<file path="src/rtl/ps2_key_fifo.sv">
// PS/2 scan-code set 2 front end: prefix/break/modifier tracking, US-ASCII translation,
// and a first-word-fall-through key FIFO read by the MCU.
module ps2_key_fifo #(
  parameter int DEPTH = 8
) (
  input  logic                     clk,
  input  logic                     reset_n,
  input  logic                     scan_valid,
  input  logic [7:0]               scan_byte,
  input  logic                     pop,
  input  logic                     clr_ovf,
  output logic [7:0]               key_data,
  output logic                     key_valid,
  output logic [$clog2(DEPTH):0]   count,
  output logic                     overflow,
  output logic                     shift_state,
  output logic                     caps_state
);
  // state     | meaning
  // IDLE      | expecting make code or prefix
  // BREAK     | F0 seen, next byte is a release
  // EXT       | E0 seen, next byte is an extended make or F0
  // EXT_BREAK | E0 F0 seen, next byte is consumed
  // SKIP      | swallowing the Pause sequence, skip_cnt bytes left
  localparam int AW = $clog2(DEPTH);
  localparam logic [AW:0] FULL_CNT = (AW+1)'(DEPTH);
  localparam logic [2:0] ST_IDLE = 3'd0, ST_BREAK = 3'd1, ST_EXT = 3'd2,
                         ST_EXT_BREAK = 3'd3, ST_SKIP = 3'd4;

  logic [2:0] state, nxt_state;
  logic [2:0] skip_cnt, nxt_cnt;
  logic shift_l, shift_r, caps, caps_held;
  logic nxt_shl, nxt_shr, nxt_caps, nxt_held;
  logic push_en;
  logic [7:0] push_code;
  logic pipe_valid;
  logic [7:0] pipe_data;
  logic [7:0] mem [DEPTH];
  logic [AW-1:0] wr_ptr, rd_ptr;
  logic ignored, accept, do_push, do_pop;
  logic [1:0] kind;
  logic [7:0] base, alt, mk_code, ext_code;
  logic ext_hit;

  assign ignored = (scan_byte == 8'h00) || (scan_byte == 8'hAA) || (scan_byte == 8'hEE) ||
                   (scan_byte == 8'hFA) || (scan_byte == 8'hFE) || (scan_byte == 8'hFF);
  assign accept = scan_valid && !ignored;

  // kind: 0 unmapped, 1 fixed code, 2 letter, 3 digit (alt holds the shifted symbol)
  always_comb begin
    kind = 2'd0; base = 8'h00; alt = 8'h00;
    case (scan_byte)
      8'h1C: {kind, base} = {2'd2, 8'h61};  8'h32: {kind, base} = {2'd2, 8'h62};
      8'h21: {kind, base} = {2'd2, 8'h63};  8'h23: {kind, base} = {2'd2, 8'h64};
      8'h24: {kind, base} = {2'd2, 8'h65};  8'h2B: {kind, base} = {2'd2, 8'h66};
      8'h34: {kind, base} = {2'd2, 8'h67};  8'h33: {kind, base} = {2'd2, 8'h68};
      8'h43: {kind, base} = {2'd2, 8'h69};  8'h3B: {kind, base} = {2'd2, 8'h6A};
      8'h42: {kind, base} = {2'd2, 8'h6B};  8'h4B: {kind, base} = {2'd2, 8'h6C};
      8'h3A: {kind, base} = {2'd2, 8'h6D};  8'h31: {kind, base} = {2'd2, 8'h6E};
      8'h44: {kind, base} = {2'd2, 8'h6F};  8'h4D: {kind, base} = {2'd2, 8'h70};
      8'h15: {kind, base} = {2'd2, 8'h71};  8'h2D: {kind, base} = {2'd2, 8'h72};
      8'h1B: {kind, base} = {2'd2, 8'h73};  8'h2C: {kind, base} = {2'd2, 8'h74};
      8'h3C: {kind, base} = {2'd2, 8'h75};  8'h2A: {kind, base} = {2'd2, 8'h76};
      8'h1D: {kind, base} = {2'd2, 8'h77};  8'h22: {kind, base} = {2'd2, 8'h78};
      8'h35: {kind, base} = {2'd2, 8'h79};  8'h1A: {kind, base} = {2'd2, 8'h7A};
      8'h16: {kind, base, alt} = {2'd3, 8'h31, 8'h21};
      8'h1E: {kind, base, alt} = {2'd3, 8'h32, 8'h40};
      8'h26: {kind, base, alt} = {2'd3, 8'h33, 8'h23};
      8'h25: {kind, base, alt} = {2'd3, 8'h34, 8'h24};
      8'h2E: {kind, base, alt} = {2'd3, 8'h35, 8'h25};
      8'h36: {kind, base, alt} = {2'd3, 8'h36, 8'h5E};
      8'h3D: {kind, base, alt} = {2'd3, 8'h37, 8'h26};
      8'h3E: {kind, base, alt} = {2'd3, 8'h38, 8'h2A};
      8'h46: {kind, base, alt} = {2'd3, 8'h39, 8'h28};
      8'h45: {kind, base, alt} = {2'd3, 8'h30, 8'h29};
      8'h29: {kind, base} = {2'd1, 8'h20};  8'h5A: {kind, base} = {2'd1, 8'h0D};
      8'h66: {kind, base} = {2'd1, 8'h08};  8'h76: {kind, base} = {2'd1, 8'h1B};
      8'h0D: {kind, base} = {2'd1, 8'h09};
      default: ;
    endcase
  end

  always_comb begin
    mk_code = base;
    if (kind == 2'd2 && ((shift_l | shift_r) ^ caps)) mk_code = base - 8'h20;
    else if (kind == 2'd3 && (shift_l | shift_r))     mk_code = alt;
  end

  always_comb begin
    ext_hit = 1'b1; ext_code = 8'h00;
    case (scan_byte)
      8'h75: ext_code = 8'h11;
      8'h72: ext_code = 8'h12;
      8'h6B: ext_code = 8'h13;
      8'h74: ext_code = 8'h14;
      default: ext_hit = 1'b0;
    endcase
  end

  always_comb begin
    nxt_state = state; nxt_cnt = skip_cnt;
    nxt_shl = shift_l; nxt_shr = shift_r; nxt_caps = caps; nxt_held = caps_held;
    push_en = 1'b0; push_code = mk_code;
    if (accept) begin
      case (state)
        ST_IDLE:
          if (scan_byte == 8'hF0)      nxt_state = ST_BREAK;
          else if (scan_byte == 8'hE0) nxt_state = ST_EXT;
          else if (scan_byte == 8'hE1) begin
            nxt_state = ST_SKIP;
            nxt_cnt   = 3'd7;
          end else begin
            case (scan_byte)
              8'h12: nxt_shl = 1'b1;
              8'h59: nxt_shr = 1'b1;
              8'h58: begin
                if (!caps_held) nxt_caps = ~caps;
                nxt_held = 1'b1;
              end
              default: push_en = (kind != 2'd0);
            endcase
          end
        ST_BREAK:
          if (scan_byte == 8'hE0) nxt_state = ST_EXT;
          else begin
            nxt_state = ST_IDLE;
            case (scan_byte)
              8'h12: nxt_shl = 1'b0;
              8'h59: nxt_shr = 1'b0;
              8'h58: nxt_held = 1'b0;
              default: ;
            endcase
          end
        ST_EXT:
          if (scan_byte == 8'hF0) nxt_state = ST_EXT_BREAK;
          else begin
            nxt_state = ST_IDLE;
            push_en   = ext_hit;
            push_code = ext_code;
          end
        ST_EXT_BREAK: nxt_state = (scan_byte == 8'hE0) ? ST_EXT : ST_IDLE;
        ST_SKIP: begin
          nxt_cnt = skip_cnt - 3'd1;
          if (skip_cnt == 3'd1) nxt_state = ST_IDLE;
        end
        default: nxt_state = ST_IDLE;
      endcase
    end
  end

  always_ff @(posedge clk or negedge reset_n) begin
    if (!reset_n) begin
      state <= ST_IDLE; skip_cnt <= 3'd0;
      shift_l <= 1'b0; shift_r <= 1'b0; caps <= 1'b0; caps_held <= 1'b0;
      pipe_valid <= 1'b0; pipe_data <= 8'h00;
    end else begin
      state <= nxt_state; skip_cnt <= nxt_cnt;
      shift_l <= nxt_shl; shift_r <= nxt_shr; caps <= nxt_caps; caps_held <= nxt_held;
      pipe_valid <= push_en;
      pipe_data  <= push_code;
    end
  end

  // A pop on a full FIFO frees the slot the same cycle, so the push is still taken.
  assign do_pop  = pop && (count != '0);
  assign do_push = pipe_valid && ((count != FULL_CNT) || do_pop);

  always_ff @(posedge clk or negedge reset_n) begin
    if (!reset_n) begin
      wr_ptr <= '0; rd_ptr <= '0; count <= '0; overflow <= 1'b0;
    end else begin
      if (do_push) wr_ptr <= wr_ptr + AW'(1);
      if (do_pop)  rd_ptr <= rd_ptr + AW'(1);
      case ({do_push, do_pop})
        2'b10:   count <= count + (AW+1)'(1);
        2'b01:   count <= count - (AW+1)'(1);
        default: count <= count;
      endcase
      if (pipe_valid && !do_push) overflow <= 1'b1;
      else if (clr_ovf)           overflow <= 1'b0;
    end
  end

  always_ff @(posedge clk) begin
    if (do_push) mem[wr_ptr] <= pipe_data;
  end

  assign key_valid   = (count != '0);
  assign key_data    = key_valid ? mem[rd_ptr] : 8'h00;
  assign shift_state = shift_l | shift_r;
  assign caps_state  = caps;
endmodule
</file>
<file path="config.mk">
export PLATFORM = sky130hd
export DESIGN_NAME = ps2_key_fifo
export DESIGN_NICKNAME = d
export VERILOG_FILES = /design/src/rtl/ps2_key_fifo.sv
export SDC_FILE = /design/constraint.sdc
export NUM_CORES = 1
export LEC_CHECK = 0
export ABC_AREA = 1
export CAP_MARGIN = 5
export CORE_ASPECT_RATIO = 0.75
export CORE_MARGIN = 5
export CORE_UTILIZATION = 32
export DETAILED_ROUTE_END_ITERATION = 8
export PLACE_DENSITY = 0.5
export SYNTH_ARGS = -nofsm -noshare
export SYNTH_HDL_FRONTEND = slang
export SYNTH_SLANG_ARGS = --single-unit
export TNS_END_PERCENT = 5
</file>
<file path="constraint.sdc">
create_clock -name clk -period 2.66 [get_ports clk]
set_input_delay 0.532 -clock clk [delete_from_list [all_inputs] [get_ports clk]]
set_output_delay 0.532 -clock clk [all_outputs]
set_load 0.01 [all_outputs]
</file>
==> results.json, run 1 <==
{
  "status": "finished clean",
  "synthTopCellsByCount": "nand2_1, nor2_1, edfxtp_1",
  "synth_cells": 620,
  "power.density_nw_per_um2": 785,
  "ys.flop_type": "edfxtp_1",
  "clkLatencyLatePin_ns": 0.34,
  "power_leakage_nw": 2.86,
  "drv_slew": 0,
  "antenna_found_initial": 0,
  "tightest_slew_ns": 0.889,
  "hpwl_mm": 10.1,
  "async_flop_share_pct": 31.9,
  "io_pins": 29,
  "cp_data_arrival_time_ns": 1.94,
  "multi_input_area_sq_um": 2160,
  "r2r_end": "count[3]",
  "cts-root-buf": "clkbuf_16",
  "grt_setup_unrepaired": "false",
  "holdPathStages": 2,
  "regArea_sq_um": 2670,
  "cts_htree_levels": 3,
  "pre_cts_slack_ns": -0.109,
  "relSlewSlack_pct": 40.5,
  "n_fill_cell": 1630,
  "ant_nets": 0,
  "drive_gt1_share_pct": 17.2,
  "cp-end-kind": "output pin",
  "viasPerCell": 4.77,
  "setup_ws_ns": 0.192,
  "skew_ns": 0.00714,
  "worst_hold_path_type": "flop to flop",
  "period_share_pct": 92.8,
  "ys_warn_count": 0,
  "min_from": "shift_r",
  "cp-start-kind": "flop",
  "path_class": "flop to output pin",
  "yosysTopAreaCell": "edfxtp_1",
  "path_cells": "inv_1 > buf_12 > o21ai_0 > o22ai_1 > o21ai_0 > a31oi_1 > dlygate4sd2_1",
  "worstReg2RegStart": "count[0]",
  "slowest_stage": "dfrtp_1",
  "path_clk_slew_ns": 0.07,
  "critical_path_required_ns": 2.13,
  "fin_tns_setup_ns": 0,
  "syn_nets": 641,
  "ys_ff_latch": 94,
  "cts_buffers": 9,
  "synth.top_cells.by_area": "edfxtp_1, dfrtp_1, nand2_1",
  "reg2regPathDepth": 14,
  "crit_path_max_incr_delay_ns": 0.43,
  "wire_per_inst_um": 14.5,
  "rrSetupSlack_ns": 0.45,
  "track_usage_pct": 14.7,
  "cp_common_cell": "o21ai_0",
  "hold_violations": 0,
  "syn_area_sq_um": 5140,
  "grt_overflow": 0,
  "synth.distinct_cells": 33,
  "initial_core_util_pct": 32.3,
  "drc_errors": 0,
  "seq_area_frac_synth_pct": 51.9,
  "clock_sinks": 94,
  "cts_tree": "yes",
  "yosys.area.top_type_share_pct": 37.4,
  "numPortBuffers": 28,
  "drv_cap": 0,
  "fmax_ghz": 0.405,
  "routabilityCongestion": 0.886,
  "grt_pass1_wl_mm": 21.9,
  "setup_violations": 0,
  "syn_area_per_cell_sq_um": 8.30,
  "die-area_sq_um": 18700,
  "die_w_um": 156,
  "total_power_mw": 5.01,
  "area_growth_syn_to_layout_pct": 24.1,
  "grt_pass1_vias": 4290,
  "synth_edf_count": 64,
  "layout_min_cycle_time_ns": 2.47,
  "die_h_um": 120,
  "grt_max_degree": 34,
  "wirelength_mm": 13.3,
  "drt_pass1_iterations": 7,
  "design.core.area_sq_um": 15900,
  "rows": 40,
  "finalNetCount": 725,
  "hold_end": "shift_r",
  "cts_buffer_depth": 2,
  "num_antenna_cells": 0,
  "path_max_fanout": 33,
  "peakVddDrop_mv": 0.351,
  "vias": 4382,
  "dr.first_iter.drc_count": 246,
  "post-synth-top-count-cell": "nand2_1"
}
## layout make-up
| class | instances | area share, % |
|---|---|---|
| repair buffers | 87 | 12.0 |
| multi-input cells | 448 | 33.8 |
| inverters | 64 | 3.76 |
| flip-flops and latches | 94 | 41.9 |
| well taps | 210 | 4.12 |
| clock buffers | 12 | 4.02 |
| clock inverters | 4 | 0.451 |
## through the flow
step	cells	instance area [sq um]	util [%]	hold slack, ns
final	919	6380	40.1	0.473
after global routing	919	6380	40.1	0.514
after CTS	919	6380	40.1	0.478
after detailed placement	903	6100	38.4	0.463
after global placement	903	6100	38.4	0.454
after floorplan	620	5140	-	0.236
## registers in the layout, summed over array words and instances, names as in the netlist
signal	flops
count	4
pipe_data	8
state	3
rd_ptr	3
shift_r	1
shift_l	1
caps_state	1
mem	64
skip_cnt	3
caps_held	1
wr_ptr	3
pipe_valid	1
overflow	1
## cell families (layout without fill, tap and decap cells)
family / after synthesis / after routing / share of synthesized area (%)
AND/OR/NAND/NOR: 340 / 340 / 28.8
buffers and inverters: 78 / 167 / 6.15
adder cells (fa/ha/maj): 8 / 8 / 2.09
AO/OA/AOI/OAI: 92 / 92 / 9.63
XOR/XNOR: 8 / 8 / 1.36
flip-flops: 94 / 94 / 51.9
## where the power goes
part	leakage [nW]	switching [mW]	internal (mW)
Clock	0.137	0.537	0.689
Sequential	0.965	0.144	1.74
Combinational	1.76	1.13	0.774
Total	2.86	1.81	3.20
## cell usage in the layout, fill, tap and decap left out, types with 19 or more instances in the layout
cell type	instances
clkdlybuf4s50_1	20
nand2_2	19
o21ai_0	60
inv_1	54
buf_4	55
nand2_1	129
nor2_1	128
dfrtp_1	30
nand3_1	26
edfxtp_1	64
## critical path, delay by kind of cell (launching register included)
kind,cells,cell delay (ns)
AOI/OAI and AO/OA,4,0.56
buffers and inverters,3,0.60
DFF,1,0.43
## worst max-delay path by stage
stage	startpoint	to	slack [ns]	depth (start not counted)
after CTS	rd_ptr[0]	key_data[3]	0.17	7
after floorplan	count[0]	mem[4][0]	0.65	7
after global placement	scan_byte[0]	pipe_data[6]	-0.09	14
after detailed placement	scan_byte[0]	pipe_data[6]	-0.11	14
final	rd_ptr[0]	key_data[3]	0.19	7
after global routing	scan_byte[1]	pipe_data[6]	0.005	16
## metal layers
metal | vias up | part of all wire (%) | wire (um) | GRT usage [%]
li1 | 2208 | - | - | -
met1 | 2077 | 53 | 7030 | 22.4
met2 | 85 | 42 | 5620 | 21.0
met3 | 12 | 3.3 | 443 | 3.10
met4 | 0 | 1.4 | 189 | 3.74
met5 | - | 0 | 0 | 0
## repair_timing
| item | in CTS | in global routing |
|---|---|---|
| endpoints found under the setup margin | 8 | 1 |
| gates resized for setup | 8 | 1 |
| endpoints found under the hold margin | 0 | 0 |
| buffers inserted | 0 | 0 |
| hold buffers | 0 | 0 |
No activity file was read; power rests on OpenSTA's default activity.
==> inputs of run 2 (changes only) <==
--- a/config.mk
+++ b/config.mk
@@ -9,9 +9,9 @@
 export CAP_MARGIN = 5
 export CORE_ASPECT_RATIO = 0.75
 export CORE_MARGIN = 5
-export CORE_UTILIZATION = 32
+export CORE_UTILIZATION = 39
 export DETAILED_ROUTE_END_ITERATION = 8
-export PLACE_DENSITY = 0.5
+export PLACE_DENSITY = 0.58
 export SYNTH_ARGS = -nofsm -noshare
 export SYNTH_HDL_FRONTEND = slang
 export SYNTH_SLANG_ARGS = --single-unit
==> results.json, run 2 (synthesis results as in run 1) <==
{
  "layout_common_cells": "nand2_1, nor2_1, edfxtp_1",
  "crit_path_max_incr_delay_ns": 0.52,
  "peakVddDrop_mv": 0.508,
  "clkLatencyLatePin_ns": 0.34,
  "placed_area_sq_um": 5820,
  "routabilityCongestion": 0.982,
  "grt_pass1_vias": 4254,
  "power_leakage_nw": 2.79,
  "cp-start-kind": "flop",
  "hold_ws_ns": 0.467,
  "largest_register": "mem",
  "fmax_ghz": 0.378,
  "relSlewSlack_pct": 40.2,
  "initial_core_util_pct": 39.7,
  "drive_gt1_share_pct": 15.1,
  "hold_violations": 0,
  "finalNetCount": 704,
  "clock_sinks": 94,
  "grt_overflow": 0,
  "die-area_sq_um": 15600,
  "grt_pass1_wl_mm": 21.1,
  "path_max_fanout": 16,
  "area_growth_syn_to_layout_pct": 21.2,
  "drc_errors": 0,
  "cts_buffers": 9,
  "numPortBuffers": 28,
  "vias": 4339,
  "total_power_mw": 5.32,
  "drv_cap": 0,
  "skew_ns": 0.0123,
  "design.core.area_sq_um": 13000,
  "tightest_slew_ns": 0.894,
  "track_usage_pct": 17.0,
  "wirelength_mm": 12.4,
  "mostFrequentLayoutCell": "nand2_1",
  "period_share_pct": 99.6,
  "ant_nets": 0,
  "slowest_stage": "clkdlybuf4s50_1",
  "path_class": "flop to output pin",
  "cts_htree_levels": 3,
  "design_area_sq_um": 6240,
  "setup_violations": 0,
  "die_w_um": 143,
  "fin_tns_setup_ns": 0,
  "cp-end-kind": "output pin",
  "path_clk_slew_ns": 0.06,
  "wire_per_inst_um": 14.4,
  "drv_slew": 0,
  "cts_tree": "yes",
  "grt_max_degree": 31,
  "worst_hold_path_type": "flop to flop",
  "io_pins": 29,
  "status": "finished clean",
  "cts_buffer_depth": 2,
  "num_antenna_cells": 0,
  "drt_pass1_iterations": 5,
  "power.density_nw_per_um2": 853,
  "hpwl_mm": 9.17,
  "final_util_pct": 48.1,
  "path_cells": "clkinvlp_4 > buf_4 > o21ai_0 > a31oi_1 > clkdlybuf4s50_1",
  "antenna_found_initial": 0,
  "critical_path_required_ns": 2.13,
  "dr.first_iter.drc_count": 363,
  "layout_min_cycle_time_ns": 2.65,
  "die_h_um": 109,
  "rows": 36,
  "cts-root-buf": "clkbuf_16",
  "viasPerCell": 5.05,
  "largest_reg_flops": 64,
  "largestRegisters": "mem x64, pipe_data x8, count x4",
  "grt_setup_unrepaired": "true",
  "cp_data_arrival_time_ns": 2.12
}
## run 2: layer usage
layer / up-vias / routed length, um / GRT usage (%)
li1: 2175 / - / -
met1: 2039 / 6170 / 24.3
met2: 119 / 5300 / 25.9
met3: 6 / 800 / 4.26
met4: 0 / 113 / 4.48
met5: - / 0 / 0
## run 2: final cells by class
class / count / area (sq um)
clock buffers: 9 / 225
clock inverters: 7 / 103
fillers: 1249 / 6740
inverters: 64 / 244
multi-input cells: 448 / 2160
flip-flops and latches: 94 / 2670
well taps: 171 / 214
repair buffers: 65 / 613
repair inverters: 1 / 7.51
## run 2: per-stage QoR
stage	setup slack (ns)	std cells
after floorplan	0.653	620
after global placement	0.0217	838
after detailed placement	-0.0305	838
after CTS	-0.0168	859
after global routing	-0.125	859
final	0.0115	859
## run 2: critical path: cells and delay by family (launching register included)
kind                   cells  cell delay (ns)
AO/OA/AOI/OAI              2             0.27
buffers and inverters      3             1.02
flip-flops                 1             0.48
## run 2: final timing paths
kind	startpoint	to	slack, ns	cells after the start
worst min-delay path	shift_l	shift_l	0.47	2
worst max register to register	count[0]	count[3]	0.36	15
worst max-delay path	rd_ptr[0]	key_data[1]	0.01	5
min in group asynchronous	reset_n	pipe_data[3]	0.58	2
max in group asynchronous	reset_n	rd_ptr[0]	1.76	2
worst min register to register	shift_l	shift_l	0.47	2
## run 2: report_power, final
part	internal [mW]	leakage [nW]	switching [mW]
clock	0.836	0.162	0.548
sequential	1.74	0.964	0.151
combinational	0.885	1.67	1.16
total	3.46	2.79	1.86
## run 2: repair_timing
| action | in CTS | in global routing |
|---|---|---|
| gates resized for setup | 11 | 4 |
| pin swaps | 1 | 0 |
| endpoints found under the setup margin | 8 | 5 |
| setup buffers | 3 | 0 |
| hold buffers | 0 | 0 |
| gates cloned | 2 | 0 |
==> inputs of run 3 (changes only) <==
--- a/config.mk
+++ b/config.mk
@@ -11,8 +11,8 @@
 export CORE_MARGIN = 5
 export CORE_UTILIZATION = 39
 export DETAILED_ROUTE_END_ITERATION = 8
+export MAX_ROUTING_LAYER = met4
 export PLACE_DENSITY = 0.58
 export SYNTH_ARGS = -nofsm -noshare
 export SYNTH_HDL_FRONTEND = slang
 export SYNTH_SLANG_ARGS = --single-unit
-export TNS_END_PERCENT = 5
==> results.json, run 3 (synthesis results as in run 1) <==
{
  "wirelength_mm": 12.5,
  "p_comb_share_pct": 37.2,
  "intPower_mw": 3.27,
  "cts_tree": "yes",
  "mostFrequentLayoutCell": "nand2_1",
  "design_area_sq_um": 6390,
  "grt_pass1_wl_mm": 20.9,
  "grt_overflow": 0,
  "hpwl_mm": 9.71,
  "path_class": "primary input to flop",
  "layout_min_cycle_time_ns": 2.44,
  "cp-end-kind": "flop",
  "status": "finished clean",
  "relSlewSlack_pct": 45.0,
  "fmax_ghz": 0.410,
  "p_switching_mw": 1.82,
  "ant_nets": 0,
  "antenna_found_initial": 0,
  "cts_htree_levels": 3,
  "critical_path_required_ns": 2.89,
  "peakVddDrop_mv": 0.518,
  "viasPerCell": 4.81,
  "worst_hold_path_type": "flop to flop",
  "cp_data_arrival_time_ns": 2.67,
  "power_leakage_nw": 2.90,
  "cts.hold.buffers_added": 0,
  "cts_buffers": 9,
  "initial_core_util_pct": 39.7,
  "largest_reg_flops": 64,
  "n_fill_cell": 1219,
  "path_max_fanout": 5,
  "dr.first_iter.drc_count": 325,
  "startpoint": "scan_byte[0]",
  "rows": 36,
  "clkLatencyLatePin_ns": 0.34,
  "path_clk_slew_ns": 0.06,
  "skew_ns": 0.0131,
  "hold_violations": 0,
  "seq_power_share_pct": 36.9,
  "holdPathStages": 2,
  "tightest_slew_ns": 0.822,
  "cts_buffer_depth": 2,
  "die_h_um": 109,
  "post-place-cells": 867,
  "worstReg2RegStart": "count[0]",
  "drive_gt1_share_pct": 18.2,
  "power.density_nw_per_um2": 796,
  "setup_violations": 0,
  "drv_cap": 0,
  "cp-start-kind": "primary input",
  "die_w_um": 143,
  "layout_common_cells": "nand2_1, nor2_1, edfxtp_1",
  "cts-root-buf": "clkbuf_16",
  "die-area_sq_um": 15600,
  "clock_sinks": 94,
  "vias": 4261,
  "grt_max_degree": 34,
  "track_usage_pct": 17.5,
  "clkPwrFrac_pct": 25.9,
  "num_antenna_cells": 0,
  "min_from": "shift_r",
  "switching_share_pct": 35.7,
  "largestRegisters": "mem x64, pipe_data x8, count x4",
  "period_share_pct": 91.7,
  "grt_pass1_vias": 4203,
  "largest_register": "mem",
  "wire_per_inst_um": 14.1,
  "routabilityCongestion": 0.942,
  "area_growth_syn_to_layout_pct": 24.2,
  "finalNetCount": 731,
  "drc_errors": 0,
  "instances_no_fill": 886,
  "numPortBuffers": 28,
  "drt_pass1_iterations": 5,
  "io_pins": 29,
  "design.core.area_sq_um": 13000,
  "placed_area_sq_um": 6070,
  "reg2regPathDepth": 14,
  "grt_setup_unrepaired": "false",
  "drv_slew": 0
}
## run 3: repair_timing
item                                    4_1_cts  5_1_grt
hold endpoints to repair                      0        0
buffers inserted                              3        0
gates resized for setup                       9        0
endpoints found under the setup margin        8        0
## run 3: final cells by class
cell class / count / area, sq um / area share, %
multi-input cells: 448 / 2160 / 33.7
inverters: 64 / 240 / 3.76
well taps: 171 / 214 / 3.35
clock inverters: 7 / 86.3 / 1.35
flip-flops and latches: 94 / 2670 / 41.8
clock buffers: 9 / 225 / 3.52
repair buffers: 93 / 796 / 12.5
## run 3: worst max-delay path, stage by stage
cell             delay [ns]
clkdlybuf4s50_1        0.58
nand2_1                0.18
nor2_1                 0.36
nand2_1                0.12
nand2_2                0.14
nor2_1                 0.05
nand2_1                0.07
nor2_1                 0.05
nand3_1                0.08
inv_1                  0.05
ha_1                   0.27
nand3_1                0.07
nand2_1                0.07
nor2_1                 0.04
## run 3: final timing paths
check	to	slack, ns
max in group asynchronous	rd_ptr[1]	1.72
min in group asynchronous	state[1]	0.60
worst min-delay path	shift_r	0.48
worst min register to register	shift_r	0.48
worst max register to register	count[3]	0.56
worst max-delay path	pipe_data[6]	0.22
## run 3: metal layers
layer,part of all wire [%],vias up,GRT usage (%)
li1,-,2232,-
met1,52,1946,25.9
met2,42,81,24.6
met3,6.0,2,4.35
met4,0.43,0,3.32
met5,0,-,-
## run 3: power groups by stage
stage	Clock, mW	Sequential, mW	Combinational (mW)
final	1.32	1.88	1.89
after global routing	1.42	1.90	2.16
after CTS	1.34	1.88	1.91
after detailed placement	0	1.91	1.97
after global placement	0	1.90	1.95
after floorplan	0	1.89	1.19
## run 3: through the flow
stage	hold WS [ns]	total power, mW	TNS [ns]	setup WS [ns]	utilization (%)
6_report	0.476	5.09	0	0.221	49.3
5_1_grt	0.508	5.48	0	0.0307	49.3
4_1_cts	0.478	5.14	0	0.233	49.3
3_5_place_dp	0.462	3.88	-0.0977	-0.0944	46.8
3_3_place_gp	0.453	3.85	-0.192	-0.130	46.8
2_1_floorplan	0.236	3.07	0	0.653	-
